### config.mk
export PLATFORM = sky130hd
export DESIGN_NAME = instr_fetch
export DESIGN_NICKNAME = d
export VERILOG_FILES = /design/src/rtl/instr_fetch.sv
export SDC_FILE = /design/constraint.sdc
export NUM_CORES = 1
export LEC_CHECK = 0
export BUFFER_PORTS_ARGS = -buffer_cell sky130_fd_sc_hd__buf_2
export CORE_ASPECT_RATIO = 1.2
export CORE_UTILIZATION = 61
export CTS_CLUSTER_SIZE = 20
export DETAILED_ROUTE_END_ITERATION = 7
export GPL_ROUTABILITY_DRIVEN = 0
export PLACE_DENSITY = 0.78
export SYNTH_ARGS = -nofsm -noshare
export SYNTH_HDL_FRONTEND = slang
export SYNTH_SLANG_ARGS = --single-unit
### constraint.sdc
create_clock -name clk -period 3.8 [get_ports clk]
set_input_delay 0.57 -clock clk [delete_from_list [all_inputs] [get_ports clk]]
set_output_delay 0.57 -clock clk [all_outputs]
set_load 0.01 [all_outputs]
### src/rtl/instr_fetch.sv
// instr_fetch: instruction sequencer in front of the ISA datapath.
// Holds a DEPTH x IW program memory loaded through a write port, steps a
// program counter and offers one instruction word at a time downstream.
// Because the datapath is combinational, instruccion is forced to zero
// (a no-write no-op) in every cycle where no instruction is offered.
//
// Handshake: instr_valid/instr_ready follow strict valid/ready rules. Once
// instr_valid rises, instruccion and pc stay frozen until a cycle in which
// instr_ready is also high; that cycle is the transfer. instr_valid never
// depends combinationally on instr_ready, and instr_ready is a don't-care
// while instr_valid is low.
module instr_fetch #(
    parameter int AW    = 5,
    parameter int DEPTH = 32,
    parameter int IW    = 21
) (
    input  logic          clk,
    input  logic          rst_n,
    input  logic          start,
    input  logic          load_we,
    input  logic [AW-1:0] load_dir,
    input  logic [IW-1:0] load_dato,
    input  logic          instr_ready,
    output logic [IW-1:0] instruccion,
    output logic          instr_valid,
    output logic [AW-1:0] pc,
    output logic          busy,
    output logic          done,
    output logic [1:0]    state_dbg
);

    // Sequencer states; state_dbg mirrors the current one for observation.
    localparam logic [1:0] S_IDLE  = 2'd0;
    localparam logic [1:0] S_FETCH = 2'd1;
    localparam logic [1:0] S_ISSUE = 2'd2;
    localparam logic [1:0] S_HALT  = 2'd3;

    // Top bit of every word marks the end of the program.
    localparam int HALT_BIT = IW - 1;

    // Last valid address; execution stops here instead of wrapping.
    localparam logic [AW-1:0] LAST_ADDR = AW'(DEPTH - 1);

    logic [IW-1:0] mem [DEPTH];

    logic [1:0]    state;
    logic [1:0]    state_nx;
    logic [AW-1:0] pc_nx;
    logic [IW-1:0] instr_nx;
    logic          valid_nx;
    logic [IW-1:0] fetch_word;
    logic          accept;

    // The read is only consumed in FETCH, where it lands in the output
    // register at the end of the cycle, so the memory read is registered.
    assign fetch_word = mem[pc];
    assign accept     = instr_valid & instr_ready;
    assign state_dbg  = state;

    // Program load port: only while the sequencer is stopped, so a running
    // program can never be altered underneath itself. Not cleared by reset.
    always_ff @(posedge clk) begin
        if (load_we && !busy) begin
            mem[load_dir] <= load_dato;
        end
    end

    // Next-state and next-output decision for the sequencer.
    always_comb begin
        state_nx = state;
        pc_nx    = pc;
        instr_nx = instruccion;
        valid_nx = instr_valid;
        case (state)
            S_IDLE: begin
                instr_nx = '0;
                valid_nx = 1'b0;
                if (start) begin
                    pc_nx    = '0;
                    state_nx = S_FETCH;
                end
            end
            S_FETCH: begin
                if (fetch_word[HALT_BIT]) begin
                    // The halt word itself is never presented downstream.
                    instr_nx = '0;
                    valid_nx = 1'b0;
                    state_nx = S_HALT;
                end else begin
                    instr_nx = fetch_word;
                    valid_nx = 1'b1;
                    state_nx = S_ISSUE;
                end
            end
            S_ISSUE: begin
                if (accept) begin
                    instr_nx = '0;
                    valid_nx = 1'b0;
                    if (pc == LAST_ADDR) begin
                        state_nx = S_HALT;
                    end else begin
                        pc_nx    = pc + AW'(1);
                        state_nx = S_FETCH;
                    end
                end
            end
            S_HALT: begin
                instr_nx = '0;
                valid_nx = 1'b0;
                if (start) begin
                    pc_nx    = '0;
                    state_nx = S_FETCH;
                end
            end
            default: begin
                state_nx = S_IDLE;
                pc_nx    = '0;
                instr_nx = '0;
                valid_nx = 1'b0;
            end
        endcase
    end

    // State and output registers; reset drops any in-flight word.
    always_ff @(posedge clk) begin
        if (!rst_n) begin
            state       <= S_IDLE;
            pc          <= '0;
            instruccion <= '0;
            instr_valid <= 1'b0;
            busy        <= 1'b0;
            done        <= 1'b0;
        end else begin
            state       <= state_nx;
            pc          <= pc_nx;
            instruccion <= instr_nx;
            instr_valid <= valid_nx;
            busy        <= (state_nx == S_FETCH) || (state_nx == S_ISSUE);
            done        <= (state_nx == S_HALT);
        end
    end

endmodule

* Word-level counts from Yosys, hierarchy flattened
Memories as Yosys holds them, arrays and structs flattened. A register that Yosys moved wholly into a read port is not among the register bits.
Cells that the tools add are included.
** Storage, ports and cells
- Register bits :: 31
- Bits in writable memories :: 672
- Bits of input ports :: 31
- Output and inout bits :: 31
- Word-level logic and storage cells :: 45
- Memories :: 1
** Memories
- mem :: words 32, width 21, rd ports 1, clocked after Yosys merged registers in 1, wr ports 1, line 44 : logic [IW-1:0] mem [DEPTH];
** Operators by class
- Add/subtract/negate cells :: 1
- Equal/unequal tests :: 10
- Muxes and demuxes :: 19
- Bitwise logic cells :: 1
- Reductions and logical operators :: 7
** Operators by type and width (number)
- $pmux 21 s3 :: 1
- $mux 5 :: 5
- $mux 21 :: 1
- $mux 20 :: 1
- $pmux 5 s2 :: 1
- $eq 2x2->1 const B :: 4
- $mux 2 :: 3
- $pmux 2 s3 :: 1
- $add 5x1->5 const B :: 1
- $eq 5x5->1 const B :: 1
- $mux 1 :: 5
- $eq 2x1->1 const B :: 2
- $ne 2x2->1 const B :: 2
- $reduce_and 4->1 :: 1
- $pmux 1 s3 :: 1
- $logic_not 2->1 :: 1
- $ne 2x1->1 const B :: 1
- $reduce_bool 2->1 :: 1
- $reduce_or 2->1 :: 1
- $and 1x1->1 :: 1
- $logic_and 1x1->1 :: 1
- $logic_not 1->1 :: 1
- $logic_or 1x1->1 :: 1

* Longest topological paths before layout
Gate-level depths: netlist (run 1).
- Depth in word-level cells :: 6
- Mapped depth :: 9
- Mapped depth without buffers :: 9

* Least setup slack after synthesis (run 1)
Ideal clock, no wire load.
- Kind :: input to register
- Start :: in load_we
- End :: mem mem[13][0], enable pin
- Setup time :: 399 ps
- Arrival :: 2192 ps
- Required time :: 3401 ps
- Slack :: 1209 ps
- Stages on the path :: 4
- Path buffers :: 1
- Cells stage by stage :: nand2b_1 > or3b_2 > clkbuf_1 > nor2_1
** On the way
- Longest elaborated chain between the ends :: 3
** RTL lines
- start, declared :: line 20 : input logic load_we,
- $logic_and 1x1->1 :: line 63 : if (load_we && !busy) begin
- $mux 1 :: line 63
- $mux 1 (implied by the code) :: line 64 : mem[load_dir] <= load_dato;
- end, declared :: line 44
Every way passes these cells.

==> results.py, run 1 <==
metrics = {
    "global_route": {
        "grt_use_total": 0.281,
        "overflow": 0,
        "grt_max_degree": 100,
        "grt_first_pass_wirelength_mm": 93.4,
        "grt.met3_usage": 0.0426,
        "met2_usage": 0.473,
        "gr-max-usage-layer": "met2",
        "met1_usage": 0.367,
        "grt_pass1_vias": 14800,
        "grt_antenna_before_repair": 7,
    },
    "hold_path": {
        "worstHoldPathType": "input port to register",
        "hold_start": "rst_n",
        "min_to": "done",
        "holdPathStages": 2,
    },
    "route": {
        "antenna_left": 0,
        "drc": 0,
        "wl_per_cell_microns": 28.8,
        "vias_per_cell": 6.57,
        "drt_iter0_markers": 1581,
        "drtPass1Iterations": 7,
        "via_count": 14600,
        "wirelength_mm": 64.0,
    },
    "sta": {
        "setup-tns-final_ps": 0,
        "rsz0062_at_grt": "false",
        "min_period_ps": 2980,
        "hold_violations": 0,
        "worst_pin_slew_ps": 1110,
        "slew_violations": 0,
        "max_slew_margin": 0.262,
        "fin_worst_skew_ps": 13.7,
        "setup_viol": 0,
        "finalCritPeriodShare": 0.785,
        "setup_slack_ps": 817,
        "max_freq_ghz": 0.335,
    },
    "pwr": {
        "powerDensity_nw_per_um2": 491,
        "power.leakage_nw": 9.61,
        "p_total_mw": 15.1,
        "peakVddDrop_uv": 294,
    },
    "synth": {
        "syn_nets": 1546,
        "yosysUniqueCellTypes": 57,
        "avgSynthCellArea_sq_um": 18.3,
        "synth_cells": 1510,
        "synthMuxAreaShare": 0.134,
        "synthXorXnorAreaFrac": 0,
        "synthFlopType": "edfxtp_1",
        "yosys_warnings": 0,
        "synth_area_sq_um": 27600,
        "async_reset_ff_frac": 0,
        "synth_area_leaders": "edfxtp_1 (73%), mux2_2 (9.7%), mux2i_1 (3.0%), dfxtp_1 (2.5%), o22ai_1 (2.3%)",
        "synth_top_family_by_area": "multiplexers",
        "synth_top_area_share": 0.732,
        "synth_seq_cells": 707,
        "synth-compound-area-share": 0.0533,
        "yosysSeqAreaShare": 0.758,
        "synth_edf_count": 672,
        "synth_simple_gate_area_frac": 0.0349,
        "synth_top_cell_by_area": "edfxtp_1",
        "synthAdderAreaFrac": 0.00227,
    },
    "setup_path": {
        "critPathMaxFanout": 23,
        "end_kind": "register",
        "startpoint_type": "register",
        "r2r-end": "instruccion[0]",
        "r2r_slack_ps": 820,
        "cp_data_arrival_time_ps": 3520,
        "reg2reg_depth": 6,
        "critical_path_required_ps": 4340,
        "crit_type": "register to register",
    },
    "finish": {
        "nFillCells": 2681,
        "final_common_cell": "edfxtp_1",
        "fin_nets": 1648,
        "fin_cells": 2221,
        "final_cell_mix": "edfxtp_1 (672), mux2_2 (238), o22ai_1 (100), mux2i_1 (83), clkbuf_16 (62)",
        "area.growth.synth_to_final_pct": 11.3,
        "final_util": 0.695,
        "drive_above_1_share": 0.318,
    },
    "clock_tree": {
        "cts_hold_buffers": 0,
        "post-cts-setup-buffers": 0,
        "clk_latency_ps": 610,
        "cts_tree": "done",
        "cts_resized": 0,
        "cts_buffers": 61,
        "clockRootBuffer": "clkbuf_16",
        "clk_pin_slew_ps": 60,
        "cts_buffer_depth": 3,
        "cts_sinks": 707,
        "cts.htree.levels": 2,
    },
    "placed_design": {
        "place.port_buffers": 60,
        "dp_hpwl_mm": 36.6,
        "placed_cells": 2108,
        "dpl_worst_slack_ps": 860,
    },
    "floorplanning": {
        "dieHeight_microns": 235,
        "start_util": 0.624,
        "die_w_microns": 196,
        "dieArea_sq_um": 46000,
        "rows": 84,
        "coreArea_sq_um": 44100,
        "io_pins": 62,
    },
    "outcome": {
        "outcome": "finished clean",
    },
    "job": {
        "cap_violations": 0,
    },
}
-- flip-flops by register name, indices dropped and copies added (netlist names), named ones only --
signal       count
busy             1
done             1
instr_valid      1
instruccion     20
mem            672
pc               5
state_dbg        2
-- per-layer routing --
metal  routed length, microns  share of wire
met5                        0              0
met4                     2580          0.040
met3                     5270          0.082
met2                    31900           0.50
met1                    24200           0.38
-- final cells by class --
| class | instances | area, sq um | share of cell area |
|---|---|---|---|
| multi-input combinational | 711 | 6330 | 0.206 |
| tap | 559 | 699 | 0.0228 |
| inverter | 6 | 22.5 | 0.000734 |
| clock buffer | 89 | 1750 | 0.0571 |
| timing repair buffer | 125 | 851 | 0.0277 |
| clock inverter | 20 | 130 | 0.00424 |
| sequential | 707 | 20900 | 0.681 |
| antenna | 4 | 10.0 | 0.000326 |
-- logic make-up after synthesis --
| family | Yosys count |
|---|---|
| AO/OA/AOI/OAI | 200 |
| adder cells (fa/ha/maj) | 5 |
| buffers and inverters | 92 |
| flip-flops | 707 |
| multiplexers | 329 |
| other | 1 |
| AND/OR/NAND/NOR | 176 |
-- report_power, final --
part | internal (mW) | switching [mW] | total (mW)
combinational | 0.142 | 0.370 | 0.512
sequential | 8.63 | 0.0501 | 8.68
clock | 3.24 | 2.63 | 5.87
-- cells in the mapped netlist, types with 6 or more instances --
cell / count
edfxtp_1: 672
mux2_2: 238
o22ai_1: 100
mux2i_1: 83
nor2_1: 54
clkbuf_1: 42
dfxtp_1: 35
buf_2: 33
nand2_1: 32
nand4_1: 22
a22o_1: 21
a22oi_1: 21
nor4_1: 20
o21ai_2: 19
o22a_1: 10
o22a_2: 10
and2_1: 7
inv_1: 6
o21ai_0: 6
-- critical path, cell delays in order, from the launching register on --
cell	delay, ps
dfxtp_1	910
mux4_1	660
a22o_1	250
a2111oi_4	410
o2111ai_4	170
buf_4	300
o21ai_2	200
-- worst max-delay path by stage --
stage / start / to / slack (ps)
after global routing: register / instruccion[10] / 670
after floorplan: load_we / mem[13][0] / 1210
final: register / instruccion[0] / 820
after detailed placement: register / instruccion[0] / 860
after CTS: register / instruccion[0] / 830
after global placement: register / instruccion[1] / 970
-- per-stage QoR --
stage               hold slack [ps]  cell area, sq um
floorplan                       470             27600
global placement                446             28800
detailed placement              450             28800
CTS                             294             30700
global route                    318             30700
finish                          322             30700
No activity file was read; power rests on OpenSTA's default activity.
==> inputs of run 2 (changes only) <==
Settings changed: CORE_UTILIZATION 61 to 56, PLACE_DENSITY 0.78 to 0.75.
Clock period 3.8 ns to 2.6 ns, I/O delays scaled along.
==> results.py, run 2 (synthesis gave the netlist of run 1 again) <==
metrics = {
    "finish": {
        "area.growth.synth_to_final_pct": 14.4,
        "drive_above_1_share": 0.336,
        "fin_nets": 1686,
        "fin_cells": 2331,
        "final_util": 0.652,
        "nFillCells": 3105,
        "final_cell_mix": "edfxtp_1 (672), mux2_2 (238), o22ai_1 (100), mux2i_1 (83), buf_4 (71)",
        "final_cell_area_sq_um": 31500,
        "largest_register_ffs": 672,
        "final_common_cell": "edfxtp_1",
        "reg_top3": "mem x672, instruccion x20, pc x5",
        "top_register": "mem",
    },
    "job": {
        "cap_violations": 0,
    },
    "setup_path": {
        "startpoint_type": "register",
        "end_kind": "register",
        "crit_type": "register to register",
        "cp_data_arrival_time_ps": 3000,
        "critPathMaxFanout": 18,
        "critical_path_required_ps": 3130,
    },
    "global_route": {
        "grt_pass1_vias": 15100,
        "grt_first_pass_wirelength_mm": 95.4,
        "grt_antenna_before_repair": 3,
        "overflow": 0,
        "grt_max_degree": 63,
        "grt_use_total": 0.263,
    },
    "route": {
        "wirelength_mm": 64.7,
        "vias_per_cell": 6.32,
        "drtPass1Iterations": 8,
        "drt_iter0_markers": 1616,
        "antenna_left": 0,
        "wl_per_cell_microns": 27.8,
        "via_count": 14700,
        "drc": 0,
    },
    "clock_tree": {
        "cts.htree.levels": 2,
        "clockRootBuffer": "clkbuf_16",
        "cts_sinks": 707,
        "cts_hold_buffers": 0,
        "cts_tree": "done",
        "cts_buffer_depth": 3,
        "clk_latency_ps": 630,
        "clk_pin_slew_ps": 60,
        "cts_buffers": 61,
    },
    "sta": {
        "slew_violations": 0,
        "setup-tns-final_ps": 0,
        "fin_worst_skew_ps": 21.7,
        "finalCritPeriodShare": 0.952,
        "setup_viol": 0,
        "hold_violations": 0,
        "worst_pin_slew_ps": 701,
        "max_freq_ghz": 0.404,
        "max_slew_margin": 0.528,
        "rsz0062_at_grt": "false",
        "setup_slack_ps": 126,
        "min_period_ps": 2470,
        "whs_ps": 124,
    },
    "placed_design": {
        "dpl-instance-area_sq_um": 29500,
        "dp_hpwl_mm": 38.8,
        "placed_cells": 2215,
        "place.port_buffers": 60,
        "dpl_worst_slack_ps": 65.4,
    },
    "outcome": {
        "outcome": "finished clean",
    },
    "floorplanning": {
        "start_util": 0.570,
        "dieArea_sq_um": 50100,
        "rows": 88,
        "io_pins": 62,
        "dieHeight_microns": 245,
        "coreArea_sq_um": 48300,
        "die_w_microns": 205,
    },
    "pwr": {
        "p_total_mw": 22.7,
        "peakVddDrop_uv": 517,
        "powerDensity_nw_per_um2": 721,
        "power.leakage_nw": 9.98,
    },
    "hold_path": {
        "worstHoldPathType": "input port to register",
    },
}
-- run 2: cell types whose count changed in the layout (fill, tap and decap cells not counted), sizes merged --
cell,change
diode,-3
clkinv,+7
clkinvlp,+1
inv,+1
bufinv,+8
clkbuf,-13
buf,+38
-- run 2: critical path, stage by stage (launching register included) --
cell and delay [ps]:
dfxtp_1 480, buf_4 290, mux4_1 580, mux2i_1 150, o22a_1 290, a32oi_1 130, ha_1 290, and2_1 150
-- run 2: routing by layer --
metal | share of wire | global-route usage
met1 | 0.38 | 0.335
met2 | 0.50 | 0.446
met4 | 0.034 | 0.0981
met3 | 0.087 | 0.0515
met5 | 0.00017 | 0
-- run 2: cell type report --
cell class | instances | area [sq um] | share of cell area
Clock buffer | 76 | 1640 | 0.0519
Sequential cell | 707 | 20900 | 0.662
Multi-Input combinational cell | 711 | 6320 | 0.201
Inverter | 6 | 22.5 | 0.000714
Antenna cell | 1 | 2.50 | 0.0000793
Timing Repair Buffer | 163 | 1470 | 0.0467
Clock inverter | 37 | 404 | 0.0128
Tap cell | 630 | 788 | 0.0250
-- run 2: path summary, 6_finish.rpt --
check	from	end	slack [ps]	cells after the start
worst max register to register	register	busy	130	7
worst min-delay path	rst_n	busy	120	2
worst max-delay path	register	busy	130	7
worst min register to register	instruccion[13]	instruccion[13]	460	2
-- run 2: timing repair --
item                       in CTS  in global routing
resized for setup               0                  1
setup buffers                   0                  2
setup endpoints to repair       0                  8
-- run 2: where the power goes --
part / internal [mW] / switching, mW
Combinational: 0.226 / 0.556
Clock: 5.33 / 3.94
Sequential: 12.6 / 0.0710
Total: 18.2 / 4.57
